--- src/rtl/fifo_pkg.sv ---
// Shared constants and helpers for the parametrised single-clock FIFO.
// Defaults match the legacy 8-bit x 16-entry buffer.
package fifo_pkg;

    localparam int DEF_DATA_W   = 8;
    localparam int DEF_ADDR_W   = 4;
    localparam int DEF_AF_LEVEL = (1 << DEF_ADDR_W) - 2;
    localparam int DEF_AE_LEVEL = 2;

    // Read-mode encoding for the FWFT parameter
    localparam int MODE_FWFT = 1;
    localparam int MODE_REG  = 0;

    // Bits needed to hold values 0..n-1 (minimum 1)
    function automatic int clog2(input int n);
        int w;
        w = 1;
        while ((1 << w) < n) begin
            w = w + 1;
        end
        return w;
    endfunction

endpackage

--- src/rtl/fifo_mem.sv ---
// FIFO storage: one synchronous write port, one asynchronous read port.
// Deliberately unreset so it maps onto distributed RAM.
module fifo_mem #(
    parameter int DATA_W = 8,
    parameter int ADDR_W = 4
)(
    input  logic              clk,
    input  logic              i_we,
    input  logic [ADDR_W-1:0] i_waddr,
    input  logic [DATA_W-1:0] i_wdata,
    input  logic [ADDR_W-1:0] i_raddr,
    output logic [DATA_W-1:0] o_rdata
);

    logic [DATA_W-1:0] r_mem [0:(1<<ADDR_W)-1];

    always_ff @(posedge clk) begin
        if (i_we) begin
            r_mem[i_waddr] <= i_wdata;
        end
    end

    assign o_rdata = r_mem[i_raddr];

endmodule

--- src/rtl/fifo_param.sv ---
// Parametrised synchronous FIFO: wrap-bit pointers, occupancy/threshold flags,
// sticky overflow/underflow, synchronous flush and selectable FWFT/registered read.
module fifo_param
    import fifo_pkg::*;
#(
    parameter int DATA_W   = DEF_DATA_W,
    parameter int ADDR_W   = DEF_ADDR_W,
    parameter int AF_LEVEL = (1 << ADDR_W) - 2,
    parameter int AE_LEVEL = DEF_AE_LEVEL,
    parameter int FWFT     = MODE_FWFT
)(
    input  logic              clk,
    input  logic              rst,
    input  logic              Clr,
    input  logic              W_en,
    input  logic [DATA_W-1:0] W_data,
    input  logic              R_en,
    output logic [DATA_W-1:0] R_data,
    output logic              Empty,
    output logic              Full,
    output logic              Almost_empty,
    output logic              Almost_full,
    output logic [ADDR_W:0]   Count,
    output logic              Overflow,
    output logic              Underflow
);

    localparam logic [ADDR_W:0] C_AF      = (ADDR_W+1)'(AF_LEVEL);
    localparam logic [ADDR_W:0] C_AE      = (ADDR_W+1)'(AE_LEVEL);
    localparam logic [ADDR_W:0] C_PTR_ONE = (ADDR_W+1)'(1);

    logic [ADDR_W:0]   r_wptr;
    logic [ADDR_W:0]   r_rptr;
    logic              r_ovf;
    logic              r_unf;
    logic              w_full;
    logic              w_empty;
    logic              w_wr_ok;
    logic              w_rd_ok;
    logic [ADDR_W:0]   w_count;
    logic [DATA_W-1:0] w_rdata;

    assign w_empty = (r_wptr == r_rptr);
    assign w_full  = (r_wptr[ADDR_W-1:0] == r_rptr[ADDR_W-1:0]) &&
                     (r_wptr[ADDR_W] != r_rptr[ADDR_W]);
    assign w_count = r_wptr - r_rptr;

    // Flush wins over both requests, so the memory is not written under Clr
    assign w_wr_ok = W_en & ~w_full  & ~Clr;
    assign w_rd_ok = R_en & ~w_empty & ~Clr;

    always_ff @(posedge clk or negedge rst) begin
        if (!rst) begin
            r_wptr <= '0;
            r_rptr <= '0;
        end else if (Clr) begin
            r_wptr <= '0;
            r_rptr <= '0;
        end else begin
            if (w_wr_ok) r_wptr <= r_wptr + C_PTR_ONE;
            if (w_rd_ok) r_rptr <= r_rptr + C_PTR_ONE;
        end
    end

    always_ff @(posedge clk or negedge rst) begin
        if (!rst) begin
            r_ovf <= 1'b0;
            r_unf <= 1'b0;
        end else if (Clr) begin
            r_ovf <= 1'b0;
            r_unf <= 1'b0;
        end else begin
            if (W_en && w_full)  r_ovf <= 1'b1;
            if (R_en && w_empty) r_unf <= 1'b1;
        end
    end

    fifo_mem #(
        .DATA_W (DATA_W),
        .ADDR_W (ADDR_W)
    ) u_mem (
        .clk     (clk),
        .i_we    (w_wr_ok),
        .i_waddr (r_wptr[ADDR_W-1:0]),
        .i_wdata (W_data),
        .i_raddr (r_rptr[ADDR_W-1:0]),
        .o_rdata (w_rdata)
    );

    generate
        if (FWFT == MODE_FWFT) begin : g_fwft
            assign R_data = w_rdata;
        end else begin : g_reg
            logic [DATA_W-1:0] r_rdata;
            always_ff @(posedge clk or negedge rst) begin
                if (!rst) begin
                    r_rdata <= '0;
                end else if (w_rd_ok) begin
                    r_rdata <= w_rdata;
                end
            end
            assign R_data = r_rdata;
        end
    endgenerate

    assign Empty        = w_empty;
    assign Full         = w_full;
    assign Count        = w_count;
    assign Almost_full  = (w_count >= C_AF);
    assign Almost_empty = (w_count <= C_AE);
    assign Overflow     = r_ovf;
    assign Underflow    = r_unf;

endmodule

--- config.mk ---
export PLATFORM = sky130hd
export DESIGN_NAME = fifo_param
export DESIGN_NICKNAME = d
export VERILOG_FILES = /design/src/rtl/fifo_pkg.sv /design/src/rtl/fifo_mem.sv /design/src/rtl/fifo_param.sv
export SDC_FILE = /design/constraint.sdc
export NUM_CORES = 1
export LEC_CHECK = 0
export ABC_AREA = 0
export CAP_MARGIN = 0
export CORE_ASPECT_RATIO = 0.6
export CORE_UTILIZATION = 35
export DETAILED_ROUTE_END_ITERATION = 8
export DONT_BUFFER_PORTS = 1
export GPL_TIMING_DRIVEN = 1
export PLACE_DENSITY = 0.49
export SLEW_MARGIN = 5
export SYNTH_ARGS = -nofsm -noshare
export SYNTH_HDL_FRONTEND = slang
export SYNTH_SLANG_ARGS = --single-unit
export TNS_END_PERCENT = 20
--- constraint.sdc ---
create_clock -name clk -period 4.03 [get_ports clk]
set_input_delay 0.806 -clock clk [delete_from_list [all_inputs] [get_ports clk]]
set_output_delay 0.806 -clock clk [all_outputs]
set_load 0.03 [all_outputs]
# Word level (Yosys, flattened, before mapping)
# Memory sizes are Yosys's and may differ from the RTL's.
# Index checks and enable logic that the tools add are counted.
# classes
addsub	3
n_lt_le_gt_ge	2
eq_ne	3
mux	10
bitwise	7
n_reduce_logical	7
# ops
op	n
5-bit two-way mux	4
5-bit by 1-bit adder with 5-bit output (second input constant)	2
2-bit nonzero test	4
1-bit two-way mux	6
5-bit equality test	1
5-bit by 4-bit >= comparator with 1-bit output (second input constant)	1
5-bit by 2-bit less-or-equal comparator with 1-bit output (second input constant)	1
5-bit subtractor	1
1-bit bitwise AND	4
4-bit equality test	1
1-bit logical AND	3
1-bit NOT	3
1-bit != test	1
# word_totals
reg_bits	12
mem_bits_rw	128
inputBits	13
out_inout_bits	19
elab_cells	37
mem_count	1
# memory_table
memory	words	word_bits	read_ports	rd_ports_with_merged_regs	write_ports	line_no	rtl
u_mem.r_mem	16	8	1	0	1	fifo_mem.sv:15	logic [DATA_W-1:0] r_mem [0:(1<<ADDR_W)-1];

# Depth between registers and ports, before layout
# Gate-level depths: netlist of the first run.
# depth
depth_word	7
depth_mapped	8

# By module
# Synthesis of the first run repeated with hierarchy kept, for this count alone.
# unflattened
hier_cells	299
area_unflattened_um2	5768.0
# modules_own_cells
module	instances	cells_each	area_each_um2
fifo_mem	1	221	4987.3
fifo_param	1	78	780.7

# Worst setup path after synthesis of the first run
# Ideal clock, no wire load.
# synth_path
kind	reg2out
startpoint	reg r_rptr[1]
endpoint	out Almost_empty
arrival_ns	2.817
required_ns	3.224
path_slack_ns	0.407
path_stages_with_launch	9
path_buffers	2
cell_sequence	dfrtp_1 > buf_2 > buf_1 > inv_1 > fa_1 > a21o_1 > a21oi_1 > xnor2_1 > a211oi_1
# synth_between
elab_chain_cells	2
# synth_lines
element	line_no	rtl
start: declaration	fifo_param.sv:33	logic [ADDR_W:0] r_rptr;
start signal: assignment	fifo_param.sv:61	if (w_rd_ok) r_rptr <= r_rptr + C_PTR_ONE;
5-bit subtractor	fifo_param.sv:46	assign w_count = r_wptr - r_rptr;
via Count[4]	fifo_param.sv:23	output logic [ADDR_W:0] Count,
5-bit by 2-bit less-or-equal comparator with 1-bit output	fifo_param.sv:110	assign Almost_empty = (w_count <= C_AE);
end: declaration	fifo_param.sv:21	output logic Almost_empty,
# The timed path passes the listed nets, and every way through them passes these cells.

# Worst setup path in the final report of the first run
# layout_path
startpoint	reg r_rptr[0]
endpoint	out Almost_empty
# layout_between
elab_chain_cells	2
# layout_lines
element	line_no
5-bit subtractor	fifo_param.sv:46
5-bit by 2-bit less-or-equal comparator with 1-bit output	fifo_param.sv:110
# No other way between the ends.

==> impl_summary.txt, run 1 <==
----------------------------------------------------
[Placed design]
  Placement Cell Area ... 6187 sq um
  Detailed placement HPWL ... 9008 microns
  Buffers on Ports ... 0
  Post-placement worst setup slack ... 0.9436 ns
  Gpl congestion ... 0.8453
  Number of cells in the design after placement ... 544

[CTS]
  Root Buffer Master ... sky130_fd_sc_hd__clkbuf_16
  Maximum buffer depth of the clock tree ... 2
  Number of gates given a new drive strength after cts ... 0
  H-tree depth ... 4
  Buffers inserted during post-CTS setup optimization ... 0
  Total number of clock tree sinks ... 140
  Insertion delay to the later sink of the worst-skew pair ... 0.41 ns
  Number of clock buffers inserted by TritonCTS ... 17
  Clock-pin slew of the registers on the worst-case setup and hold paths ... 0.06 ns
  Total of hold buffers inserted after clock tree synthesis ... 0
  Clock tree from TritonCTS ... built

[Global route]
  Combined global-route utilization of all metal layers ... 0.1673
  Initial antenna violation count ... 0
  Maximum number of pins on one net before global-route repair ... 25
  Wire length of the first global-routing pass ... 19690 microns
  Vias in the first global route ... 2933
  Total overflow reported by the global router ... 0

[Yosys]
  Synth Instances ... 324
  Sequential share of the synthesized area ... 0.7144
  Yosys warning total ... 0
  Mapped Avg Cell Area ... 17.90 sq um
  Post-Syn Nets ... 347
  Netlist cell types ... 39
  Share of synthesized registers carrying an async set or reset ... 0.08571
  Most used DFF post-synth ... sky130_fd_sc_hd__edfxtp_1
  EDFF count, synth ... 128
  Combined area of all synthesized cells ... 5801 sq um
  Number of storage elements in the synthesis netlist ... 140

[Run status]
  Run status ... complete, no violations

[STA]
  Final worst-path setup slack ... 0.5933 ns
  Final-report setup violation count ... 0
  Setup TNS ... 0 ns
  Clock skew after layout ... 0.01035 ns
  Transition at the pin with the smallest max-transition slack ... 0.8213 ns
  Worst slew margin relative to its limit ... 0.4505
  Number of failing hold endpoints at the final stage ... 0
  Worst hold slack after final layout ... 0.08427 ns
  Unrepaired setup endpoints after global routing ... false
  Fin crit period ... 3.437 ns
  Final max-slew violation count ... 0
  Period utilisation layout ... 0.8528
  Max Clock Freq ... 0.2910 GHz

[Finish]
  Highest-count cells in the layout ignoring fill and taps ... sky130_fd_sc_hd__edfxtp_1, sky130_fd_sc_hd__mux2i_1, sky130_fd_sc_hd__nor2_1
  Number of fillers in the final layout ... 1433
  N_diodes ... 0
  Final core area utilization ... 0.4170
  Area of all placed cells without fillers ... 6761 sq um
  Final instance count without filler cells ... 576
  Post-synthesis to final-layout area growth ... 16.57%
  Nets ... 377
  Share of layout cells above drive strength 1 ... 0.2262
  Most frequent standard cell in the layout excluding fill and tap cells ... sky130_fd_sc_hd__edfxtp_1

[Pwr]
  Power per standard cell area ... 550.8 nW/um^2
  Total chip power ... 3.725 mW
  Leak ... 2.217 nW
  Maximum vdd drop ... 0.2500 mV

[Floorplanning]
  Area of the core ... 16220 sq um
  Die area ... 17110 sq um
  Number of cell rows ... 36
  Starting density of the core ... 0.3577
  Die outline height ... 101.7 microns
  IO Count ... 32
  Die span in x ... 168.2 microns

[Critical path]
  Reg2reg setup slack ... 0.88 ns
  Worst reg2reg startpoint ... r_rptr[3]
  Cell type of the slowest stage on the worst timing path ... sky130_fd_sc_hd__dfrtp_2
  Kind of launch point of the worst setup path ... register
  Worst endpoint required time ... 3.22 ns
  Critical path capture point type ... output port
  Worst Path Max Fanout ... 10
  Cell-by-cell trace of the critical path ... ha_1, inv_1, fa_1, a21o_1, a21oi_1, xnor2_1, a211oi_1, buf_4
  Critical register-to-register path endpoint ... u_mem.r_mem[12][3]
  CP Class ... reg2out
  Max stage delay on crit path ... 0.62 ns
  Reg2reg path depth ... 6
  Crit path DAT ... 2.63 ns

[Routing]
  Post-detailed-route via-to-cell ratio ... 5.191
  Remaining DRCs ... 0
  Starting DRC count in detailed routing ... 231
  Routed wire length ... 13250 microns
  Detailed-route via count ... 2990
  Residual antenna-violating net count after detailed routing ... 0
  Routed len/inst ... 23.00 microns
  Drt first pass iters ... 4

[Hold path]
  HP Class ... in2async

[Job]
  Count of max-cap constraint violations ... 0

----------------------------------------------------
==> where the power goes <==
group          total, mW  internal [mW]  switching [mW]
Combinational      0.573          0.231           0.342
Sequential          1.64           1.60          0.0343
Clock               1.51          0.911           0.601
==> kinds of logic after synthesis <==
kind of cell / synth area share
and+or+nand+nor: 0.03624
muxes: 0.1381
DFF: 0.7144
xor gates and xnor gates: 0.01791
AOI/OAI and AO/OA: 0.05134
adders and majority gates: 0.02287
buffers and inverters: 0.01919
==> metal layers <==
| layer | GRT usage | part of all wire | vias to the layer above |
|---|---|---|---|
| met5 | 0 | 0 | - |
| li1 | - | - | 1353 |
| met3 | 0.04533 | 0.057 | 6 |
| met2 | 0.2186 | 0.40 | 62 |
| met1 | 0.2644 | 0.53 | 1569 |
| met4 | 0.05245 | 0.0069 | 0 |
==> cell type report <==
type | instances | area [sq um] | area share
Multi-Input combinational cell | 161 | 1545 | 0.2285
Tap cell | 209 | 261.5 | 0.03868
Inverter | 9 | 33.78 | 0.004996
Sequential cell | 140 | 4146 | 0.6133
Clock buffer | 18 | 429.2 | 0.06347
Clock inverter | 14 | 145.1 | 0.02147
Timing Repair Buffer | 25 | 200.2 | 0.02961
==> sequential cells by signal, indices dropped and copies added (netlist names) <==
signal,count
Overflow,1
r_wptr,5
r_rptr,5
u_mem.r_mem,128
Underflow,1
==> cells in the mapped netlist, drive strengths merged, types with 6 or more instances <==
master    n  area [sq um]
dfrtp    12         300.3
nand2     6         22.52
mux2i    26         260.3
nor2     26         97.59
edfxtp  128          3844
inv       8         30.03
clkbuf    6         33.77
mux4     24         540.5
xnor2     8         70.07
a32oi     8         70.07
ha        9         112.6
a22oi     8         60.06
buf       8         43.78
o21ai    12         60.06
==> how the worst max path moves through the flow <==
stage / start / to / slack (ns) / cells after the start
final: r_rptr[0] / Almost_empty / 0.59 / 8
after global routing: r_rptr[0] / Almost_empty / 0.40 / 8
after CTS: r_rptr[0] / Almost_empty / 0.54 / 8
after detailed placement: r_rptr[3] / u_mem.r_mem[12][7] / 0.94 / 6
after global placement: r_rptr[0] / Almost_empty / 0.96 / 8
after floorplan: r_rptr[1] / Almost_empty / 0.41 / 8
==> critical path, delay by kind of cell, from the launching register on <==
family | cells | cell delay, ns
adder cells (fa/ha/maj) | 2 | 0.63
flip-flops | 1 | 0.62
AO/OA/AOI/OAI | 3 | 0.59
buffers and inverters | 2 | 0.25
XOR/XNOR | 1 | 0.12
(Power assumes the default switching activity.)
==> inputs of run 2 (changes only) <==
--- a/config.mk
+++ b/config.mk
@@ -11,7 +11,8 @@
 export CORE_UTILIZATION = 35
 export DETAILED_ROUTE_END_ITERATION = 8
 export DONT_BUFFER_PORTS = 1
-export GPL_TIMING_DRIVEN = 1
+export GPL_TIMING_DRIVEN = 0
+export HOLD_SLACK_MARGIN = 0.06
 export PLACE_DENSITY = 0.49
 export SLEW_MARGIN = 5
 export SYNTH_ARGS = -nofsm -noshare
==> impl_summary.txt, run 2 (synthesized netlist as in run 1, its figures left out) <==
----------------------------------------------------
[Critical path]
  Worst endpoint required time ... 3.22 ns (about the same)
  Critical path capture point type ... output port (unchanged)
  Crit path DAT ... 3.09 ns (was 2.63 ns)
  CP Class ... reg2out (unchanged)
  Worst Path Max Fanout ... 16 (was 10)
  Kind of launch point of the worst setup path ... register (unchanged)

[CTS]
  Clock tree from TritonCTS ... built (unchanged)
  Number of clock buffers inserted by TritonCTS ... 17 (unchanged)
  Root Buffer Master ... sky130_fd_sc_hd__clkbuf_16 (unchanged)
  Buffers inserted during post-CTS setup optimization ... 0 (unchanged)
  Total number of clock tree sinks ... 140 (unchanged)
  Insertion delay to the later sink of the worst-skew pair ... 0.42 ns (was 0.41 ns)
  Maximum buffer depth of the clock tree ... 2 (unchanged)
  H-tree depth ... 4 (unchanged)
  Clock-pin slew of the registers on the worst-case setup and hold paths ... 0.07 ns (was 0.06 ns)

[Finish]
  Highest-count cells in the layout ignoring fill and taps ... sky130_fd_sc_hd__edfxtp_1, sky130_fd_sc_hd__mux2i_1, sky130_fd_sc_hd__nor2_1 (unchanged)
  N_diodes ... 0 (unchanged)
  Number of fillers in the final layout ... 1431 (was 1433)
  Largest regs ... u_mem.r_mem x128, r_rptr x5, r_wptr x5 (unchanged)
  Final core area utilization ... 0.4131 (was 0.4170)
  Register name with the most flops ... u_mem.r_mem (unchanged)
  Share of layout cells above drive strength 1 ... 0.1949 (was 0.2262)
  Nets ... 365 (was 377)
  Area of all placed cells without fillers ... 6699 sq um (was 6761 sq um)
  Final instance count without filler cells ... 563 (was 576)
  Most frequent standard cell in the layout excluding fill and tap cells ... sky130_fd_sc_hd__edfxtp_1 (unchanged)
  Post-synthesis to final-layout area growth ... 15.49% (was 16.57%)
  Largest register FFs ... 128 (unchanged)

[Global route]
  Combined global-route utilization of all metal layers ... 0.1706 (was 0.1673)
  Vias in the first global route ... 3013 (was 2933)
  Initial antenna violation count ... 0 (unchanged)
  Total overflow reported by the global router ... 0 (unchanged)
  Maximum number of pins on one net before global-route repair ... 17 (was 25)
  Wire length of the first global-routing pass ... 19880 microns (was 19690 microns)

[STA]
  Fin crit period ... 3.893 ns (was 3.437 ns)
  Worst slew margin relative to its limit ... 0.1832 (was 0.4505)
  Final max-slew violation count ... 0 (unchanged)
  Number of failing hold endpoints at the final stage ... 0 (unchanged)
  Final-report setup violation count ... 0 (unchanged)
  Clock skew after layout ... 0.01350 ns (was 0.01035 ns)
  Transition at the pin with the smallest max-transition slack ... 1.216 ns (was 0.8213 ns)
  Worst hold slack after final layout ... 0.07450 ns (was 0.08427 ns)
  Unrepaired setup endpoints after global routing ... true (was false)
  Period utilisation layout ... 0.9660 (was 0.8528)
  Setup TNS ... 0 ns (unchanged)
  Max Clock Freq ... 0.2569 GHz (was 0.2910 GHz)

[Hold path]
  HP Class ... in2async (unchanged)

[Pwr]
  Logic pwr share ... 0.143 (was 0.154)
  Net load switching power ... 0.9872 mW (was 0.9776 mW)
  Power per standard cell area ... 569.5 nW/um^2 (was 550.8 nW/um^2)
  Leak ... 2.199 nW (was 2.217 nW)
  Internal power component ... 2.828 mW (was 2.747 mW)
  Maximum vdd drop ... 0.2881 mV (was 0.2500 mV)
  Sequential cell fraction of total power ... 0.425 (was 0.440)
  Switching Fraction ... 0.2588 (was 0.2625)
  Relative contribution of the clock network to total power ... 0.432 (was 0.406)

[Floorplanning]
  Die outline height ... 101.7 microns (unchanged)
  Number of cell rows ... 36 (unchanged)
  Area of the core ... 16220 sq um (unchanged)
  Die area ... 17110 sq um (unchanged)
  Die span in x ... 168.2 microns (unchanged)
  IO Count ... 32 (unchanged)
  Starting density of the core ... 0.3577 (unchanged)

[Routing]
  Sum of routed wire segments on met1 ... 6646 microns (was 7040 microns)
  Routed len/inst ... 23.64 microns (was 23.00 microns)
  Routed length on met2 ... 5575 microns (was 5356 microns)
  Residual antenna-violating net count after detailed routing ... 0 (unchanged)
  Starting DRC count in detailed routing ... 254 (was 231)
  Remaining DRCs ... 0 (unchanged)
  Detailed-route via count ... 2974 (was 2990)
  Routed wire length ... 13310 microns (was 13250 microns)
  Post-detailed-route via-to-cell ratio ... 5.282 (was 5.191)
  Top Layer Used ... met4 (unchanged)
  Detailed route wirelength on metal3 ... 945 microns (was 759 microns)
  Drt first pass iters ... 4 (unchanged)

[Placed design]
  Number of cells in the design after placement ... 533 (was 544)
  Gpl congestion ... 0.7398 (was 0.8453)
  Buffers on Ports ... 0 (unchanged)
  Placement Cell Area ... 6067 sq um (was 6187 sq um)
  Detailed placement HPWL ... 8975 microns (was 9008 microns)

[Job]
  Count of max-cap constraint violations ... 0 (unchanged)

[Run status]
  Run status ... complete, no violations (unchanged)

----------------------------------------------------
run 2: cell types whose count changed in the layout (fill, tap and decap cells not counted), moves of 3 or more:
cell / before / now
sky130_fd_sc_hd__buf_2: 0 / 5
sky130_fd_sc_hd__nor3_2: 0 / 3
sky130_fd_sc_hd__buf_4: 24 / 2
sky130_fd_sc_hd__clkinvlp_4: 6 / 0
sky130_fd_sc_hd__clkbuf_1: 1 / 4
sky130_fd_sc_hd__clkinv_4: 0 / 6
sky130_fd_sc_hd__nor3_1: 4 / 1
run 2: timing repair:
action | 4_1_cts | 5_1_grt
pin swaps | 0 | 0
resized for setup | 1 | 1
endpoints found under the hold margin | 0 | 0
setup endpoints to repair | 26 | 2
hold buffers | 0 | 0
run 2: layout make-up:
type                       count  area (sq um)  share of cell area
sequential                   140          4144              0.6186
tap                          209         261.5             0.03904
inverter                       9         33.78            0.005043
multi-input combinational    161          1565              0.2337
buffer                        13         73.82             0.01102
clock buffer                  17         425.4             0.06350
clock inverter                14         195.2             0.02914
run 2: final timing paths:
kind | slack (ns) | cells past startpoint | to | start
hold reg to reg | 0.65 | 2 | r_rptr[4] | r_rptr[4]
hold / removal | 0.07 | 0 | r_rptr[3] | rst
setup reg to reg | 0.40 | 6 | u_mem.r_mem[0][0] | r_rptr[2]
max in group asynchronous | 3.87 | 0 | r_rptr[0] | rst
setup / recovery | 0.14 | 7 | Almost_empty | r_rptr[1]
min in group clk | 0.44 | 1 | r_rptr[4] | Clr
run 2: worst max-delay path, cell delays in order, from the launching register on:
cell and delay [ns]:
sky130_fd_sc_hd__dfrtp_1 0.35, sky130_fd_sc_hd__buf_2 0.42, sky130_fd_sc_hd__inv_1 0.16, sky130_fd_sc_hd__fa_1 0.46, sky130_fd_sc_hd__a21o_1 0.20, sky130_fd_sc_hd__a21oi_1 0.17, sky130_fd_sc_hd__xnor2_1 0.29, sky130_fd_sc_hd__a211oi_2 0.60
run 2: stage by stage:
step | total power [mW] | setup WS [ns]
after floorplan | 2.073 | 0.4070
after global placement | 2.192 | -0.1701
after detailed placement | 2.194 | -0.2579
after CTS | 3.844 | 0.08081
after global routing | 3.937 | -0.04748
final | 3.815 | 0.1370
run 2: power groups by stage:
stage	Sequential (mW)	Combinational [mW]	Clock (mW)
floorplan	1.65	0.427	0
global placement	1.65	0.542	0
detailed placement	1.65	0.544	0
CTS	1.62	0.551	1.67
global route	1.62	0.579	1.74
finish	1.62	0.545	1.65
run 2: metal layers:
metal	vias to the layer above	track usage
met5	-	0
met4	0	0.06224
li1	1328	-
met3	14	0.03322
met1	1540	0.2652
met2	92	0.2349
